File: config.mk
export PLATFORM = sky130hd
export DESIGN_NAME = adbg_jsp_uart_ctrl
export DESIGN_NICKNAME = d
export VERILOG_FILES = /design/src/rtl/adbg_jsp_uart_ctrl.sv
export SDC_FILE = /design/constraint.sdc
export NUM_CORES = 1
export LEC_CHECK = 0
export ABC_AREA = 1
export ABC_CLOCK_PERIOD_IN_PS = 2410
export CELL_PAD_IN_SITES_DETAIL_PLACEMENT = 1
export CELL_PAD_IN_SITES_GLOBAL_PLACEMENT = 1
export CORE_ASPECT_RATIO = 1.75
export CORE_MARGIN = 2
export CORE_UTILIZATION = 42
export CTS_CLUSTER_SIZE = 20
export DETAILED_ROUTE_END_ITERATION = 7
export GPL_TIMING_DRIVEN = 0
export PLACE_DENSITY = 0.84
export SLEW_MARGIN = 20
export SYNTH_ARGS = -nofsm -noshare
export SYNTH_HDL_FRONTEND = slang
export SYNTH_SLANG_ARGS = --single-unit
File: constraint.sdc
create_clock -name clk_i -period 2.41 [get_ports clk_i]
set_clock_uncertainty 0.05 [all_clocks]
set_input_delay 0.482 -clock clk_i [delete_from_list [all_inputs] [get_ports clk_i]]
set_output_delay 0.482 -clock clk_i [all_outputs]
set_load 0.02 [all_outputs]
File: src/rtl/adbg_jsp_uart_ctrl.sv
// adbg_jsp_uart_ctrl
// CPU-side 16550-style register file and interrupt controller for the JTAG
// Serial Port. Decodes 8-bit register accesses, pops/pushes/flushes the
// first-word-fall-through Rx/Tx FIFOs, and reports LSR/IIR/MSR status and a
// registered interrupt request.

module adbg_jsp_uart_ctrl #(
   parameter int RX_CNT_W    = 4,
   parameter int TIMEOUT_CYC = 1024
) (
   input  logic              clk_i,
   input  logic              rst_i,
   // CPU register port
   input  logic              cpu_stb_i,
   input  logic              cpu_we_i,
   input  logic [2:0]        cpu_adr_i,
   input  logic [7:0]        cpu_dat_i,
   output logic [7:0]        cpu_dat_o,
   output logic              cpu_ack_o,
   output logic              int_o,
   // Rx FIFO (read side)
   input  logic [7:0]        rx_dat_i,
   input  logic              rx_empty_i,
   input  logic [RX_CNT_W:0] rx_cnt_i,
   output logic              rx_pop_o,
   output logic              rx_flush_o,
   // Tx FIFO (write side)
   output logic [7:0]        tx_dat_o,
   output logic              tx_push_o,
   input  logic              tx_full_i,
   input  logic              tx_empty_i,
   output logic              tx_flush_o
);

   localparam int TO_W = $clog2(TIMEOUT_CYC + 1);
   localparam logic [TO_W-1:0] TO_MAX = TO_W'(TIMEOUT_CYC);

   localparam logic [2:0] A_RBR = 3'd0;
   localparam logic [2:0] A_IER = 3'd1;
   localparam logic [2:0] A_IIR = 3'd2;
   localparam logic [2:0] A_LCR = 3'd3;
   localparam logic [2:0] A_MCR = 3'd4;
   localparam logic [2:0] A_LSR = 3'd5;
   localparam logic [2:0] A_MSR = 3'd6;
   localparam logic [2:0] A_SCR = 3'd7;

   // Interrupt identification codes as reported in IIR[3:1]
   typedef enum logic [2:0] {
      ID_NONE = 3'b000,
      ID_THRE = 3'b001,
      ID_RDA  = 3'b010,
      ID_CTI  = 3'b110
   } iid_e;

   // Architectural registers
   logic [3:0]      r_ier;
   logic [7:0]      r_lcr;
   logic [4:0]      r_mcr;
   logic [7:0]      r_scr;
   logic [7:0]      r_dll;
   logic [7:0]      r_dlm;
   logic            r_fifo_ena;
   logic [1:0]      r_rx_trig;
   logic            r_thre;
   logic [TO_W-1:0] r_to_cnt;

   // History of status inputs for edge / change detection
   logic [RX_CNT_W:0] r_rx_cnt_q;
   logic              r_tx_empty_q;

   // Registered outputs
   logic       r_ack;
   logic [7:0] r_dat;
   logic       r_rx_pop;
   logic       r_rx_flush;
   logic       r_tx_push;
   logic [7:0] r_tx_dat;
   logic       r_tx_flush;
   logic       r_int;

   // Access decode
   logic w_accept, w_rd, w_wr, w_dlab;
   logic w_rbr_rd, w_thr_wr, w_ier_wr, w_iir_rd, w_fcr_wr;

   assign w_accept = cpu_stb_i && !r_ack;
   assign w_rd     = w_accept && !cpu_we_i;
   assign w_wr     = w_accept &&  cpu_we_i;
   assign w_dlab   = r_lcr[7];

   assign w_rbr_rd = w_rd && (cpu_adr_i == A_RBR) && !w_dlab;
   assign w_thr_wr = w_wr && (cpu_adr_i == A_RBR) && !w_dlab;
   assign w_ier_wr = w_wr && (cpu_adr_i == A_IER) && !w_dlab;
   assign w_iir_rd = w_rd && (cpu_adr_i == A_IIR);
   assign w_fcr_wr = w_wr && (cpu_adr_i == A_IIR);

   // Status and interrupt sources
   logic [31:0] w_trig_lvl;
   logic        w_rda, w_cti, w_thre_int, w_ip;
   iid_e        w_iid;
   logic [7:0]  w_iir, w_lsr, w_msr, w_rdata;

   // Rx trigger level decode
   // NOTE: every signal driven in an always_comb gets a default first, so no path can leave it unassigned and infer a latch.
   always_comb begin
      w_trig_lvl = 32'd14;
      case (r_rx_trig)
         2'b00:   w_trig_lvl = 32'd1;
         2'b01:   w_trig_lvl = 32'd4;
         2'b10:   w_trig_lvl = 32'd8;
         default: w_trig_lvl = 32'd14;
      endcase
   end

   assign w_rda      = r_ier[0] && (32'(rx_cnt_i) >= w_trig_lvl);
   assign w_cti      = r_ier[0] && !rx_empty_i && (r_to_cnt == TO_MAX);
   assign w_thre_int = r_ier[1] && r_thre;

   // Fixed-priority interrupt identification: RDA, then CTI, then THRE
   always_comb begin
      w_ip  = 1'b0;
      w_iid = ID_NONE;
      if (w_rda)           w_iid = ID_RDA;
      else if (w_cti)      w_iid = ID_CTI;
      else if (w_thre_int) w_iid = ID_THRE;
      else                 w_ip  = 1'b1;
   end

   assign w_iir = {{2{r_fifo_ena}}, 2'b00, w_iid, w_ip};
   assign w_lsr = {1'b0, tx_empty_i, tx_empty_i, 4'h0, !rx_empty_i};
   // In loopback the modem inputs mirror the MCR outputs; otherwise the
   // "cable" is always connected and ready.
   assign w_msr = r_mcr[4] ? {r_mcr[3], r_mcr[2], r_mcr[0], r_mcr[1], 4'h0}
                           : 8'hB0;

   // Read-data multiplexer, evaluated at acceptance
   always_comb begin
      w_rdata = 8'h00;
      case (cpu_adr_i)
         A_RBR:   w_rdata = w_dlab ? r_dll : rx_dat_i;
         A_IER:   w_rdata = w_dlab ? r_dlm : {4'h0, r_ier};
         A_IIR:   w_rdata = w_iir;
         A_LCR:   w_rdata = r_lcr;
         A_MCR:   w_rdata = {3'b000, r_mcr};
         A_LSR:   w_rdata = w_lsr;
         A_MSR:   w_rdata = w_msr;
         A_SCR:   w_rdata = r_scr;
         default: w_rdata = 8'h00;
      endcase
   end

   // Bus handshake: one-cycle ack, captured read data and FIFO side-effect pulses
   // NOTE: sequential state uses non-blocking assignments so every flop samples pre-edge values regardless of block order.
   always_ff @(posedge clk_i) begin
      if (rst_i) begin
         r_ack      <= 1'b0;
         r_dat      <= 8'h00;
         r_rx_pop   <= 1'b0;
         r_rx_flush <= 1'b0;
         r_tx_push  <= 1'b0;
         r_tx_dat   <= 8'h00;
         r_tx_flush <= 1'b0;
      end else begin
         r_ack      <= w_accept;
         r_dat      <= w_rd ? w_rdata : 8'h00;
         r_rx_pop   <= w_rbr_rd && !rx_empty_i;
         r_tx_push  <= w_thr_wr && !tx_full_i;
         r_rx_flush <= w_fcr_wr && cpu_dat_i[1];
         r_tx_flush <= w_fcr_wr && cpu_dat_i[2];
         if (w_thr_wr && !tx_full_i) begin
            r_tx_dat <= cpu_dat_i;
         end
      end
   end

   // Register-file writes
   always_ff @(posedge clk_i) begin
      if (rst_i) begin
         r_ier      <= 4'h0;
         r_lcr      <= 8'h03;
         r_mcr      <= 5'h00;
         r_scr      <= 8'h00;
         r_dll      <= 8'h01;
         r_dlm      <= 8'h00;
         r_fifo_ena <= 1'b0;
         r_rx_trig  <= 2'b11;
      end else if (w_wr) begin
         case (cpu_adr_i)
            A_RBR: if (w_dlab) r_dll <= cpu_dat_i;
            A_IER: begin
               if (w_dlab) r_dlm <= cpu_dat_i;
               else        r_ier <= cpu_dat_i[3:0];
            end
            A_IIR: begin
               r_fifo_ena <= cpu_dat_i[0];
               r_rx_trig  <= cpu_dat_i[7:6];
            end
            A_LCR:   r_lcr <= cpu_dat_i;
            A_MCR:   r_mcr <= cpu_dat_i[4:0];
            A_SCR:   r_scr <= cpu_dat_i;
            default: ;
         endcase
      end
   end

   // THRE interrupt latch; a clear beats a simultaneous set
   logic w_thre_set, w_thre_clr;

   assign w_thre_set = (tx_empty_i && !r_tx_empty_q) ||
                       (w_ier_wr && !r_ier[1] && cpu_dat_i[1] && tx_empty_i);
   assign w_thre_clr = w_thr_wr || (w_iir_rd && !w_ip && (w_iid == ID_THRE));

   // Track tx_empty_i history and update the THRE latch
   always_ff @(posedge clk_i) begin
      if (rst_i) begin
         r_thre       <= 1'b0;
         // Treat the FIFO as already empty so reset itself is not an edge.
         r_tx_empty_q <= 1'b1;
      end else begin
         r_tx_empty_q <= tx_empty_i;
         if (w_thre_clr)      r_thre <= 1'b0;
         else if (w_thre_set) r_thre <= 1'b1;
      end
   end

   // Character-timeout counter: restarts on any Rx activity, saturates at the limit
   always_ff @(posedge clk_i) begin
      if (rst_i) begin
         r_to_cnt   <= '0;
         r_rx_cnt_q <= '0;
      end else begin
         r_rx_cnt_q <= rx_cnt_i;
         if (rx_empty_i || w_rbr_rd || (rx_cnt_i != r_rx_cnt_q)) begin
            r_to_cnt <= '0;
         end else if (r_to_cnt != TO_MAX) begin
            r_to_cnt <= r_to_cnt + TO_W'(1);
         end
      end
   end

   // Registered interrupt request
   always_ff @(posedge clk_i) begin
      if (rst_i) r_int <= 1'b0;
      else       r_int <= !w_ip;
   end

   assign cpu_ack_o  = r_ack;
   assign cpu_dat_o  = r_dat;
   assign int_o      = r_int;
   assign rx_pop_o   = r_rx_pop;
   assign rx_flush_o = r_rx_flush;
   assign tx_dat_o   = r_tx_dat;
   assign tx_push_o  = r_tx_push;
   assign tx_flush_o = r_tx_flush;

endmodule

==> results.md, run 1 <==
- Clock network fraction of design power: 47.4%
- Critical Path AT: 2.44 ns
- Gate power share: 7.8%
- Most common cell after layout, fill and taps aside: dfxtp_1
- Setup WS pre-CTS: -0.1423 ns
- Routability cong.: 0.8885
- Pint: 2416 uW
- Leak Pwr: 0.001913 uW
- PD cells: 676.8 nW/um^2
- Clock slew at reported path FFs: 0.06 ns
- Ys Warns: 0
- Port Buffer Count: 50
- Area grow syn2layout: 26.26%
- Vert. Die Dim: 128.3 um
- Yosys cell types: 38
- Post-Layout Inst Area: 4681 sq um
- Grt ovf: 0
- DP HPWL: 8.885 mm
- Hold Slack: 0.4180 ns
- Hold crit path type: flip-flop to flip-flop
- Netlist Area Pre-Place: 3707 sq um
- Final Cycle Share: 91.92%
- Rel. slew slack: 61.36%
- CTS tree: built
- Std cell rows: 45
- Initial antenna violation count: 0
- Actual slew at the worst max-slew pin: 0.5749 ns
- Cells along the critical path: clkdlybuf4s50_1, nand3_1, nor2_1, buf_2, o21ai_0, a21oi_1
- Pin count of the biggest net entering global routing: 16
- Pre-antenna DRT Iters: 5
- Most frequent cells in the layout: 84 x dfxtp_1, 78 x nand2_1, 63 x nor2_1, 51 x inv_1, 51 x a21oi_1
- Post-synthesis cell count: 494
- Post-cts sizing count: 0
- Share of cells above drive strength 1: 8.393%
- Initial Util: 43.04%
- Clk_lat worst skew: 0.35 ns
- Maximum fanout along the worst path: 10
- Final setup vio count: 0
- DRC: 0
- CP Class: primary input to flip-flop
- TritonCTS Sinks: 84
- CTS max path bufs: 2
- Main flop type after synthesis: dfxtp_1
- Routed WL: 11.74 mm
- Reg power frac: 44.8%
- Flops & latches, synth: 84
- Pins Over Slew Limit: 0
- Sw Share: 23.74%
- Setup TNS Final: 0 ns
- Max VDD drop: 0.4203 mV
- Final worst slack: 0.1948 ns
- Status: completed
- Dpl cell area: 4354 sq um
- Highest-delay cell along the critical path: nor2_1
- Syn nets: 531
- Inst Count DP: 661
- GRT Overall Usage: 26.19%
- Post-DRT Antenna Nets: 0
- Endpoints failing hold: 0
- Worst path required time: 2.64 ns
- Core ar.: 8615 sq um
- Top Ports: 53
- Non-filler cells in the finished layout: 677
- Via/cell ratio: 5.278
- Peak Freq: 0.4514 GHz
- Critical path's largest stage delay: 0.53 ns
- Delay-heaviest family, CP: simple AND/OR/NAND/NOR gates
- Asr flop ratio synth: 0%
- CP Capture Type: flip-flop
- Die ar.: 9624 sq um
- First-pass GRT wire length: 18.53 mm
- Post CTS Setup Buffer Count: 0
- Critical path buffer and inverter count: 2
- Vias in the first global route: 3835
- Htree depth: 3
- Sw power: 752.0 uW
- Syn Area/Cell: 7.505 sq um
- Number of synthesized flops with an enable pin: 0
- Vias: 3573
- Chip width: 75.02 um
- RSZ-0062 raised after global routing: false
- Hold-fix buffers, CTS: 0
- CP startpoint kind: primary input
- CTS root buf: clkbuf_16
- Min cycle time layout: 2.215 ns
- Fill cell count: 1114
- Seq/Total Area, Yosys: 45.36%
- Nets@finish: 592
- Initial DRC Count: 156
- Cts bufs inserted: 9
- Wire length per cell: 17.34 um
- # diodes: 0
- Maxcap violations: 0
metrics by stage:
step / power [uW] / util (%)
3_3_place_gp: 1688 / 50.54
2_1_floorplan: 1575 / -
4_1_cts: 3188 / 54.34
5_1_grt: 3253 / 54.34
3_5_place_dp: 1696 / 50.54
6_report: 3168 / 54.34
Yosys cell counts, types with 5 or more instances:
| master | instances | area [sq um] |
|---|---|---|
| clkbuf_1 | 7 | 26.28 |
| dfxtp_1 | 84 | 1682 |
| nand4_1 | 7 | 43.79 |
| nor2_1 | 63 | 236.5 |
| nor3_1 | 8 | 40.04 |
| inv_1 | 51 | 191.4 |
| nand3_1 | 24 | 120.1 |
| a21oi_1 | 51 | 255.2 |
| nand2_1 | 78 | 292.8 |
| ha_1 | 6 | 75.07 |
| inv_2 | 5 | 18.77 |
| o21ai_0 | 50 | 250.2 |
| o21ai_1 | 8 | 40.04 |
| a211oi_1 | 6 | 45.04 |
area by class of cell:
| class | count | area, sq um | share of cell area [%] |
|---|---|---|---|
| clock buffer | 9 | 225.2 | 4.812 |
| sequential | 84 | 1682 | 35.93 |
| clock inverter | 7 | 101.3 | 2.165 |
| inverter | 56 | 210.2 | 4.491 |
| tap | 117 | 146.4 | 3.127 |
| multi-input combinational | 338 | 1729 | 36.94 |
| buffer | 16 | 86.33 | 1.844 |
| timing repair buffer | 50 | 500.5 | 10.69 |
metal layers:
layer  track usage (%)  vias up  routed length (um)
met5                 0        -                   0
met4             19.33        0                 740
met3             4.403       40                 322
met2             46.18       68                6332
met1             26.17     1699                4344
li1                  -     1766                   -
cell families after synthesis:
group / after synthesis / share of synthesized area, %
and+or+nand+nor: 198 / 24.30
AOI/OAI and AO/OA: 129 / 19.14
DFF: 84 / 45.36
buffers and inverters: 72 / 7.999
xor gates and xnor gates: 5 / 1.181
adders and majority gates: 6 / 2.025
tightest hold or removal path: cells and delay by family, from the launching register on:
family                 cells  cell delay [ns]
buffers and inverters      1             0.06
AOI/OAI and AO/OA          1             0.06
DFF                        1             0.30
final timing paths:
check | depth (start not counted) | from | endpoint | slack (ns)
worst max register to register | 6 | cpu_ack_o | r_scr[5] | 0.45
worst min-delay path | 2 | r_ier[3] | r_ier[3] | 0.42
worst max-delay path | 6 | cpu_stb_i | r_scr[5] | 0.19
worst min register to register | 2 | r_ier[3] | r_ier[3] | 0.42
sequential cells by signal (all words and copies together), names as in the netlist:
name	flops
r_to_cnt	11
cpu_dat_o	8
r_dll	8
r_dlm	8
r_lcr	8
r_scr	8
tx_dat_o	8
r_mcr	5
r_rx_cnt_q	5
r_ier	4
r_rx_trig	2
cpu_ack_o	1
int_o	1
r_fifo_ena	1
r_thre	1
r_tx_empty_q	1
rx_flush_o	1
rx_pop_o	1
tx_flush_o	1
tx_push_o	1
power by group through the flow:
stage	Combinational [uW]	Clock, uW	Sequential (uW)
global route	272	1560	1420
global placement	239	0	1450
detailed placement	245	0	1450
finish	246	1500	1420
CTS	248	1520	1420
floorplan	121	0	1450
(Power assumes the default switching activity.)
==> run 2, diff against run 1 <==
ABC_CLOCK_PERIOD_IN_PS = 2300   (was 2410)
CORE_UTILIZATION = 39   (was 42)
PLACE_DENSITY = 0.78   (was 0.84)
clock period = 2.3 ns   (was 2.41 ns; I/O delays follow)
==> run 2 against run 1 <==
Power rose by 0.42%. Cell area fell by 0.43%. Worst hold slack got worse by 0.0054 ns.
==> results.md, run 2 (synthesis results as in run 1) <==
- Most frequent cell on the critical path: nor2_2
- Setup TNS Final: 0 ns
- TritonCTS Sinks: 84
- Post-Layout Inst Area: 4661 sq um
- Grt ovf: 0
- Via/cell ratio: 5.276
- Status: completed
- Initial antenna violation count: 0
- Std cell rows: 47
- Min cycle time layout: 2.086 ns
- GRT Overall Usage: 23.89%
- Vias: 3598
- Nets@finish: 592
- Reg power frac: 46.8%
- # diodes: 0
- Vias in the first global route: 3756
- DP HPWL: 8.939 mm
- Max VDD drop: 0.4104 mV
- Clock network fraction of design power: 45.1%
- Critical Path AT: 2.31 ns
- Hold-fix buffers, CTS: 0
- Wire length per cell: 17.22 um
- Final Cycle Share: 90.70%
- Most common cell after layout, fill and taps aside: dfxtp_1
- Clk_lat worst skew: 0.35 ns
- Max reg flops: 11
- Htree depth: 3
- Top Ports: 53
- CP Class: primary input to flip-flop
- Most frequent cells in the layout: 84 x dfxtp_1, 78 x nand2_1, 62 x nor2_1, 51 x inv_1, 51 x a21oi_1
- Rel. slew slack: 55.74%
- Peak Freq: 0.4794 GHz
- Worst path required time: 2.53 ns
- Die ar.: 10330 sq um
- Vert. Die Dim: 133.0 um
- Pin count of the biggest net entering global routing: 15
- Pint: 2410 uW
- Reg with most FFs: r_to_cnt
- Critical path's largest stage delay: 0.57 ns
- Dpl cell area: 4360 sq um
- Actual slew at the worst max-slew pin: 0.6584 ns
- Routed WL: 11.74 mm
- Hold crit path type: flip-flop to flip-flop
- CP startpoint kind: primary input
- Routability cong.: 0.8921
- Area grow syn2layout: 25.72%
- Gate power share: 8.2%
- RSZ-0062 raised after global routing: false
- Maxcap violations: 0
- CTS tree: built
- Cells along the critical path: clkdlybuf4s50_1, nor2_2, nand2_2, nor2_2, nand2_1, nor2_4, buf_6, o21ai_1, a21oi_1
- Pre-antenna DRT Iters: 4
- PD cells: 682.6 nW/um^2
- Clock slew at reported path FFs: 0.06 ns
- CP Capture Type: flip-flop
- Sw power: 770.9 uW
- Sw Share: 24.23%
- Core ar.: 9350 sq um
- CTS root buf: clkbuf_16
- Leak Pwr: 0.001899 uW
- Fill cell count: 1161
- DRC: 0
- Highest-delay cell along the critical path: clkdlybuf4s50_1
- Maximum fanout along the worst path: 10
- Initial DRC Count: 163
- Chip width: 77.70 um
- Pins Over Slew Limit: 0
- Share of cells above drive strength 1: 8.750%
- Final setup vio count: 0
- Port Buffer Count: 50
- Post-DRT Antenna Nets: 0
- Total power: 3181 uW
- Cts bufs inserted: 9
- CTS max path bufs: 2
- Endpoints failing hold: 0
- Initial Util: 39.65%
- First-pass GRT wire length: 19.06 mm
==> run 2: power groups by stage <==
stage | clock [uW] | combinational (uW) | sequential [uW]
floorplan | 0 | 127 | 1520
CTS | 1460 | 261 | 1490
detailed placement | 0 | 258 | 1520
global route | 1510 | 286 | 1490
global placement | 0 | 252 | 1520
finish | 1430 | 260 | 1490
==> run 2: path summary, 6_finish.rpt <==
path / from / to / slack (ns) / cells after the start
max: cpu_adr_i[0] / tx_dat_o[6] / 0.21 / 9
min: r_ier[2] / r_ier[2] / 0.41 / 2
max reg2reg: r_lcr[7] / cpu_dat_o[3] / 0.54 / 6
min reg2reg: r_ier[2] / r_ier[2] / 0.41 / 2
==> run 2: worst max-delay path, delay by kind of cell <==
kind / cells / cell delay [ns]
AOI/OAI and AO/OA: 2 / 0.21
buffers and inverters: 2 / 0.73
and+or+nand+nor: 5 / 0.91
==> run 2: what timing repair did <==
item	in CTS	in global routing
setup endpoints to repair	0	2
buffers inserted	0	0
gates resized for setup	0	2
==> run 2: routing by layer <==
layer	GRT usage [%]	part of all wire, %	up-vias
met1	24.60	38	1735
met2	44.88	55	79
li1	-	-	1761
met4	12.70	3.8	0
met3	3.820	3.2	23
met5	0	0	-
==> run 2: area by class of cell <==
class | instances | area, sq um | share of cell area (%)
plain buffers | 16 | 86.33 | 1.852
clock inverters | 7 | 67.56 | 1.450
well taps | 122 | 152.6 | 3.275
repair buffers | 50 | 500.5 | 10.74
flip-flops and latches | 84 | 1682 | 36.08
multi-input cells | 338 | 1737 | 37.26
inverters | 56 | 210.2 | 4.510
clock buffers | 9 | 225.2 | 4.832
==> run 2: stage by stage <==
step | setup slack [ns] | hold WS [ns] | std cells | utilization, %
detailed placement | -0.2323 | 0.4084 | 666 | 46.63
floorplan | 0.7330 | 0.3745 | 494 | -
CTS | 0.1256 | 0.4178 | 682 | 49.77
finish | 0.2139 | 0.4125 | 682 | 49.85
global route | 0.009738 | 0.4471 | 682 | 49.85
global placement | -0.1695 | 0.3893 | 666 | 46.63
==> run 3, diff against run 2 <==
PLACE_DENSITY = unset   (was 0.78)
PLACE_DENSITY_LB_ADDON = 0.1   (was unset)
==> run 3 against run 2 <==
Routed wire length increased by 0.87%. Worst setup slack worse by 0.074 ns. Count of clock-buffer cells in the layout grew 1. Cell area is 2.3% higher. First-iteration DRC count shrank 0.61%. Clock power increased by 34%. Critical path type unchanged.
==> results.md, run 3 (synthesis results as in run 1) <==
- Rel. slew slack: 56.16%
- Routability cong.: 0.9108
- RSZ-0062 raised after global routing: false
- Chip width: 77.70 um
- Final setup vio count: 0
- Post CTS Setup Buffer Count: 0
- Gate power share: 7.1%
- Top Ports: 53
- Via/cell ratio: 5.217
- Initial Util: 39.65%
- Clock slew at reported path FFs: 0.07 ns
- Critical path's largest stage delay: 0.71 ns
- Maximum fanout along the worst path: 10
- Htree depth: 3
- Pre-antenna DRT Iters: 4
- Sw Share: 20.93%
- Hold Slack: 0.4256 ns
- Max reg flops: 11
- Highest-delay cell along the critical path: clkdlybuf4s50_1
- Cts bufs inserted: 9
- Wire length per cell: 17.37 um
- CP Capture Type: flip-flop
- Area grow syn2layout: 28.55%
- Port Buffer Count: 50
- Worst Setup SP: cpu_adr_i[0]
- Hold path endpoint: r_ier[2]
- Maxcap violations: 0
- R2R Setup Slk: 0.41 ns
- Vias in the first global route: 3896
- Min cycle time layout: 2.160 ns
- Pint: 2889 uW
- Hold_sp: r_ier[2]
- Worst R2R End: cpu_dat_o[3]
- Hold-fix buffers, CTS: 0
- # diodes: 0
- R2r worst-path depth: 6
- Delay-heaviest family, CP: buffers and inverters
- Critical Path AT: 2.38 ns
- Cells along the critical path: clkdlybuf4s50_1, nand3_1, inv_1, buf_2, nand2_1, a21oi_1, nor2_1, nor2_1
- Leak Pwr: 0.001954 uW
- CTS max path bufs: 2
- PD cells: 766.5 nW/um^2
- Core ar.: 9350 sq um
- Fill cell count: 1173
- DRC: 0
- End-of-flow core utilization: 50.97%
- Grt ovf: 0
- CP Class: primary input to flip-flop
- Post-cts sizing count: 0
- Std cell rows: 47
- TritonCTS Sinks: 84
- Actual slew at the worst max-slew pin: 0.6522 ns
- Post-DRT Antenna Nets: 0
- Peak Freq: 0.4629 GHz
- Worst path depth: 8
- Pins Over Slew Limit: 0
- Initial antenna violation count: 0
- Routed WL: 11.85 mm
- CTS tree: built
- Most frequent cells in the layout: 84 x dfxtp_1, 78 x nand2_1, 62 x nor2_1, 51 x inv_1, 51 x a21oi_1
- Final Cycle Share: 93.92%
- FF-to-FF Start: r_lcr[7]
- Most frequent cell on the critical path: nor2_1
- Vias: 3558
- GRT Overall Usage: 24.27%
- Max VDD drop: 0.4331 mV
- Pin count of the biggest net entering global routing: 15
- Initial DRC Count: 162
- Hold crit path type: flip-flop to flip-flop
- Nets@finish: 592
- First-pass GRT wire length: 19.44 mm
- Clk_lat worst skew: 0.34 ns
- Reg power frac: 40.7%
- WHS Path Cells: 2
- DP HPWL: 9.123 mm
- Die ar.: 10330 sq um
- Worst path required time: 2.52 ns
- CP startpoint kind: primary input
- Status: completed
- Clock network fraction of design power: 52.1%
- Critical path buffer and inverter count: 3
- Share of cells above drive strength 1: 8.571%
- Endpoints failing hold: 0
- Most common cell after layout, fill and taps aside: dfxtp_1
- Reg with most FFs: r_to_cnt
- Vert. Die Dim: 133.0 um
- Sw power: 764.5 uW
- CTS root buf: clkbuf_16
[run 3: changes by cell type in the layout (fill, tap and decap cells not counted)]
cell,change
clkbuf_8,+1
clkinv_2,-3
nand3_2,-1
nor2_2,-1
bufinv_16,+4
clkinvlp_4,-3
clkinv_4,+1
nand3_1,+1
nor2_4,+1
[run 3: power by group through the flow]
| stage | Combinational [uW] | Clock, uW | Sequential, uW |
|---|---|---|---|
| after floorplan | 127 | 0 | 1520 |
| after global placement | 253 | 0 | 1520 |
| after detailed placement | 259 | 0 | 1520 |
| after CTS | 262 | 1940 | 1490 |
| after global routing | 286 | 1990 | 1490 |
| final | 261 | 1910 | 1490 |
[run 3: worst max-delay path by stage]
stage / end / slack [ns]
CTS: r_scr[6] / 0.11
detailed placement: r_scr[6] / -0.23
global placement: r_scr[6] / -0.19
floorplan: r_dlm[6] / 0.73
finish: cpu_dat_o[7] / 0.14
global route: tx_dat_o[6] / 0.004
[run 3: metrics by stage]
stage | std cells | total power (uW) | worst slack (ns) | setup TNS (ns) | instance area [sq um]
finish | 682 | 3653 | 0.1399 | 0 | 4766
global route | 682 | 3761 | 0.003737 | 0 | 4766
CTS | 682 | 3690 | 0.1114 | 0 | 4758
detailed placement | 666 | 1778 | -0.2342 | -5.091 | 4360
global placement | 666 | 1772 | -0.1897 | -3.263 | 4360
floorplan | 494 | 1651 | 0.7330 | 0 | 3707
[run 3: worst register-to-register path: cells and delay by family (launching register included)]
kind | cells | cell delay (ns)
buffers and inverters | 2 | 0.65
AOI/OAI and AO/OA | 2 | 0.46
and+or+nand+nor | 2 | 0.31
DFF | 1 | 0.31
[run 3: layer usage]
layer	vias to the layer above	wire length, um	global-route usage (%)	share of wire [%]
met5	-	0	0	0
met4	0	590	13.49	5.0
met3	32	322	3.752	2.7
met2	65	6484	45.11	55
met1	1703	4449	25.25	38
li1	1758	-	-	-
[run 3: final cells by class]
cell class	instances	area, sq um	share of cell area [%]
multi-input cells	338	1737	36.44
flip-flops and latches	84	1682	35.28
repair buffers	50	500.5	10.50
clock buffers	10	239.0	5.014
inverters	56	210.2	4.411
clock inverters	6	158.9	3.334
well taps	122	152.6	3.203
plain buffers	16	86.33	1.811
==> edit 1: new RTL, config.mk and constraints of run 3 <==
The parameter `RX_CNT_W` goes from 4 to 6.
--- a/src/rtl/adbg_jsp_uart_ctrl.sv
+++ b/src/rtl/adbg_jsp_uart_ctrl.sv
@@ -6,5 +6,5 @@
 
 module adbg_jsp_uart_ctrl #(
-   parameter int RX_CNT_W    = 4,
+   parameter int RX_CNT_W    = 6,
    parameter int TIMEOUT_CYC = 1024
 ) (
Interface: changed (resized rx_cnt_i); port bits go from 53 to 55. The function was not compared with the original's and may differ.
==> edit 1 against run 3 <==
- die area grew 4.0%
- sequential cell count grew 2
- cell area grew 1.6%
- total power shrank 11%
- worst setup slack gained 0.12 ns
- clock power shrank 24%
- utilization shrank 1.2 points
- routed wire length shrank 0.46%
- first-iteration DRC count shrank 40%
- area after synthesis grew 4.2%
- critical path type unchanged
- critical endpoint is now cpu_dat_o[2]$_SDFF_PP0_
- largest cell class unchanged
- largest power group is now registers
- highest routed layer unchanged
==> edit 1: results (changes against run 3) <==
stage;metric;value;unit;change
critical_path;cpMaxStageDelayCell;clkdlybuf4s50_1;;unchanged
min_path;hp-start;rst_i;;was r_ier[2]$_SDFFE_PP0P_
yosys;syn_nets;547;;was 531
route;wl;11.8;mm;about the same
placement;place_hpwl;9.08;mm;was 9.12 mm
power;p_leak;1.96;nW;was 1.95 nW
critical_path;ff2ff_setup_slack;0.55;ns;was 0.41 ns
cells_and_area;finalNetCount;611;;was 592
critical_path;rr_startpoint;r_to_cnt[0]$_SDFFE_PP0P_;;was r_lcr[7]$_SDFFE_PP0P_
route;drtIter0Drc;97;;was 162
global_route;grt_antenna_before_repair;0;;unchanged
timing;whs;0.310;ns;was 0.426 ns
timing;worst_slew_pin_slew;0.582;ns;was 0.652 ns
placement;place_congestion;0.917;;was 0.911
global_route;track_usage;0.234;;was 0.243
yosys;ys_top_cells_by_area;dfxtp_1, nand2_1, a21oi_1;;unchanged
yosys;avgSynthCellArea;7.61;µm²;was 7.50 µm²
timing;period_needed;2.04;ns;was 2.16 ns
cts;h-tree-depth;3;;unchanged
global_route;grt_pass1_vias;3750;;was 3896
placement;dp_worst_setup_slack;-0.0791;ns;was -0.234 ns
cts;cts_resized;0;;unchanged
cts;clock_latency;0.34;ns;about the same
critical_path;crit_start;cpu_adr_i[2];;was cpu_adr_i[0]
cells_and_area;final_area;4840;µm²;was 4770 µm²
critical_path;crit_end;cpu_dat_o[2]$_SDFF_PP0_;;was cpu_dat_o[7]$_SDFF_PP0_
min_path;min_to;r_dlm[0]$_SDFFE_PP0P_;;was r_ier[2]$_SDFFE_PP0P_
placement;portBuffers;53;;was 50
critical_path;slowest_delay;0.64;ns;was 0.71 ns
critical_path;cp_max_fo;6;;was 10
yosys;synthTopCellsByCount;nand2_1, dfxtp_1, nor2_1;;was dfxtp_1, nand2_1, nor2_1
critical_path;r2r-end;r_to_cnt[8]$_SDFFE_PP0P_;;was cpu_dat_o[3]$_SDFF_PP0_
placement;placed_cell_area;4550;µm²;was 4360 µm²
cells_and_area;fin_cells;701;;was 682
yosys;yosysSeqAreaShare;0.446;;was 0.454
cts;clock-root-buffer;clkbuf_16;;unchanged
global_route;grt_max_degree;14;;was 15
route;num_vias;3635;;was 3558
min_path;hold_depth;2;;unchanged
min_path;min_path_type;in -> reg;;was reg -> reg
run_status;status;finished clean;;unchanged
power;ir_worst_vdd;0.442;mV;was 0.433 mV
cells_and_area;fill_cells;1222;;was 1173
placement;dpl.cell_count;686;;was 666
cells_and_area;drive_above_1_share;0.0903;;was 0.0857
global_route;grt_pass1_wl;18.9;mm;was 19.4 mm
yosys;synthDistinctLibCells;40;;was 38
critical_path;cp.arrival;2.20;ns;was 2.38 ns
==> edit 1: cell count changes in the layout (fill, tap and decap cells not counted), sizes merged, moves of 3 or more <==
cell,before,now
o21ai,58,51
a21oi,51,56
bufinv,5,1
nand2,81,92
o22ai,0,3
nor3,12,9
clkdlybuf4s50,50,53
==> edit 1: cell families after synthesis <==
family                   share of synthesized area
adder cells (fa/ha/maj)                     0.0194
AO/OA/AOI/OAI                                0.191
flip-flops                                   0.446
AND/OR/NAND/NOR                              0.246
XOR/XNOR                                    0.0136
buffers and inverters                       0.0845
==> edit 1: cell type report <==
class,instances,share of cell area
Buffer,16,0.0225
Inverter,58,0.0450
Sequential cell,86,0.356
Tap cell,125,0.0323
Clock buffer,11,0.0501
Clock inverter,4,0.00982
Timing Repair Buffer,53,0.110
Multi-Input combinational cell,348,0.375
==> edit 1: critical path: cells and delay by family <==
family	cells	cell delay [ns]
compound gates	1	0.13
simple gates	4	0.66
buf+inv	3	0.94
==> edit 1: metal layers <==
| layer | track usage | share of wire | vias to the layer above |
|---|---|---|---|
| li1 | - | - | 1807 |
| met1 | 0.254 | 0.40 | 1734 |
| met2 | 0.425 | 0.53 | 63 |
| met3 | 0.0353 | 0.027 | 31 |
| met4 | 0.126 | 0.044 | 0 |
| met5 | 0 | 0 | - |
==> edit 1: report_power, final <==
group	internal, mW	leakage [nW]	switching (mW)
Clock	0.862	0.141	0.585
Combinational	0.107	1.12	0.164
Sequential	1.51	0.697	0.0108
Total	2.48	1.96	0.760
==> edit 2: new RTL, config.mk and constraints of run 3 <==
Without the edit above. Take the reset off `r_dat` and load it in a clocked block of its own.
--- a/src/rtl/adbg_jsp_uart_ctrl.sv
+++ b/src/rtl/adbg_jsp_uart_ctrl.sv
@@ -154,5 +154,4 @@
       if (rst_i) begin
          r_ack      <= 1'b0;
-         r_dat      <= 8'h00;
          r_rx_pop   <= 1'b0;
          r_rx_flush <= 1'b0;
@@ -162,5 +161,4 @@
       end else begin
          r_ack      <= w_accept;
-         r_dat      <= w_rd ? w_rdata : 8'h00;
          r_rx_pop   <= w_rbr_rd && !rx_empty_i;
          r_tx_push  <= w_thr_wr && !tx_full_i;
@@ -171,4 +169,8 @@
          end
       end
+   end
+
+   always_ff @(posedge clk_i) begin
+      r_dat <= w_rd ? w_rdata : 8'h00;
    end
 
Check against the original RTL: not equivalent (Yosys sat finds a counterexample within 4 cycles, from zero or initial values and one cycle with rst_i high).
==> edit 2 against run 3 <==
- largest cell class unchanged
- clock power shrank 24%
- routed wire length grew 2.7%
- worst setup slack gained 0.057 ns
- critical path depth shrank 1
- area after synthesis shrank 0.10%
- cell area shrank 2.6%
- synthesized cell count grew 3.6%
- total power shrank 12%
- first-iteration DRC count shrank 17%
- count of clock-buffer cells in the layout grew 2
- sequential cell count is the same
==> edit 2: results (changes against run 3) <==
stage;metric;value;unit;change
cells_and_area;largest_reg_flops;11;;unchanged
critical_path;cp.arrival;2.32;ns;was 2.38 ns
placement;place_hpwl;9.35;mm;was 9.12 mm
critical_path;cpMaxStageDelayCell;clkdlybuf4s50_1;;unchanged
placement;dpl.cell_count;683;;was 666
yosys;synth_compound_area_frac;0.163;;was 0.191
cells_and_area;diodes;0;;unchanged
cts;numCtsBuffers;9;;unchanged
global_route;track_usage;0.246;;was 0.243
critical_path;slowest_delay;0.51;ns;was 0.71 ns
yosys;syn_nets;549;;was 531
global_route;grt_use_met3;0.0389;;was 0.0375
global_route;grt_pass1_wl;19.3;mm;was 19.4 mm
run_status;status;finished clean;;unchanged
global_route;grt_pass1_vias;3759;;was 3896
critical_path;cp_max_fo;10;;unchanged
global_route;grt_max_degree;13;;was 15
yosys;ys_warn_count;0;;unchanged
power;clock_power_share;0.451;;was 0.521
yosys;async_reset_ff_frac;0;;unchanged
route;met2WireLength;6.68;mm;was 6.48 mm
yosys;ys_top_cells_by_area;dfxtp_1, nor2_1, nand2_1;;was dfxtp_1, nand2_1, a21oi_1
yosys;yosys.area_share.xor_xnor;0.0118;;about the same
power;power_switching;743;µW;was 765 µW
placement;placed_cell_area;4350;µm²;was 4360 µm²
route;viasPerCell;5.16;;was 5.22
global_route;grt_use_met2;0.474;;was 0.451
power;p_leak;1.89;nW;was 1.95 nW
yosys;synthMuxAreaShare;0;;unchanged
power;p_comb;275;µW;was 261 µW
timing;slew_headroom;0.637;;was 0.562
placement;place_congestion;0.901;;was 0.911
yosys;synth_adder_area_share;0.0203;;was 0.0202
route;wl_met3;298;µm;was 322 µm
route;met1Wirelength;4.74;mm;was 4.45 mm
cts;clk_pin_slew_worst_paths;0.06;ns;
global_route;use_met1;0.251;;was 0.252
critical_path;crit_family;simple AND/OR/NAND/NOR gates;;was buffers and inverters
yosys;avgSynthCellArea;7.23;µm²;was 7.50 µm²
power;p_per_area;692;nW/µm²;was 767 nW/µm²
yosys;synthDistinctLibCells;36;;was 38
route;wl;12.2;mm;was 11.8 mm
yosys;synthTopCellsByCount;nor2_1, nand2_1, dfxtp_1;;was dfxtp_1, nand2_1, nor2_1
cts;clockBufferDepth;2;;unchanged
cells_and_area;finalNetCount;609;;was 592
cts;clock_latency;0.34;ns;about the same
power;ir_worst_vdd;0.383;mV;was 0.433 mV
cts;h-tree-depth;3;;unchanged
yosys;yosysSeqAreaShare;0.454;;about the same
route;drt-wirelength-per-cell;17.5;µm;was 17.4 µm
yosys;netlist.area_leader.share;0.454;;about the same
cells_and_area;drive_above_1_share;0.0835;;was 0.0857
placement;dp_worst_setup_slack;-0.220;ns;was -0.234 ns
route;drtIter0Drc;134;;was 162
placement;portBuffers;49;;was 50
edit 2: cell type report:
class	count	area [µm²]
multi-input cells	365	1770
repair buffers	49	490
plain buffers	11	57.6
well taps	122	153
inverters	52	196
clock inverters	2	35.0
clock buffers	12	256
fillers	1205	4710
flip-flops and latches	84	1680
edit 2: worst paths after layout:
path | startpoint | to | slack [ns] | depth (start not counted)
min | r_scr[4]$_SDFFE_PP0P_ | r_scr[4]$_SDFFE_PP0P_ | 0.41 | 2
min reg2reg | r_scr[4]$_SDFFE_PP0P_ | r_scr[4]$_SDFFE_PP0P_ | 0.41 | 2
max | cpu_stb_i | r_dll[1]$_SDFFE_PP0P_ | 0.20 | 7
max reg2reg | cpu_ack_o$_SDFF_PP0_ | r_dll[1]$_SDFFE_PP0P_ | 0.45 | 7
edit 2: cells by family (layout without fill, tap and decap cells):
logic type                 after synthesis  in the layout
and+or+nand+nor                        240            240
DFF                                     84             84
buffers and inverters                   63            126
adders and majority gates                6              6
xor gates and xnor gates                 5              5
AOI/OAI and AO/OA                      114            114
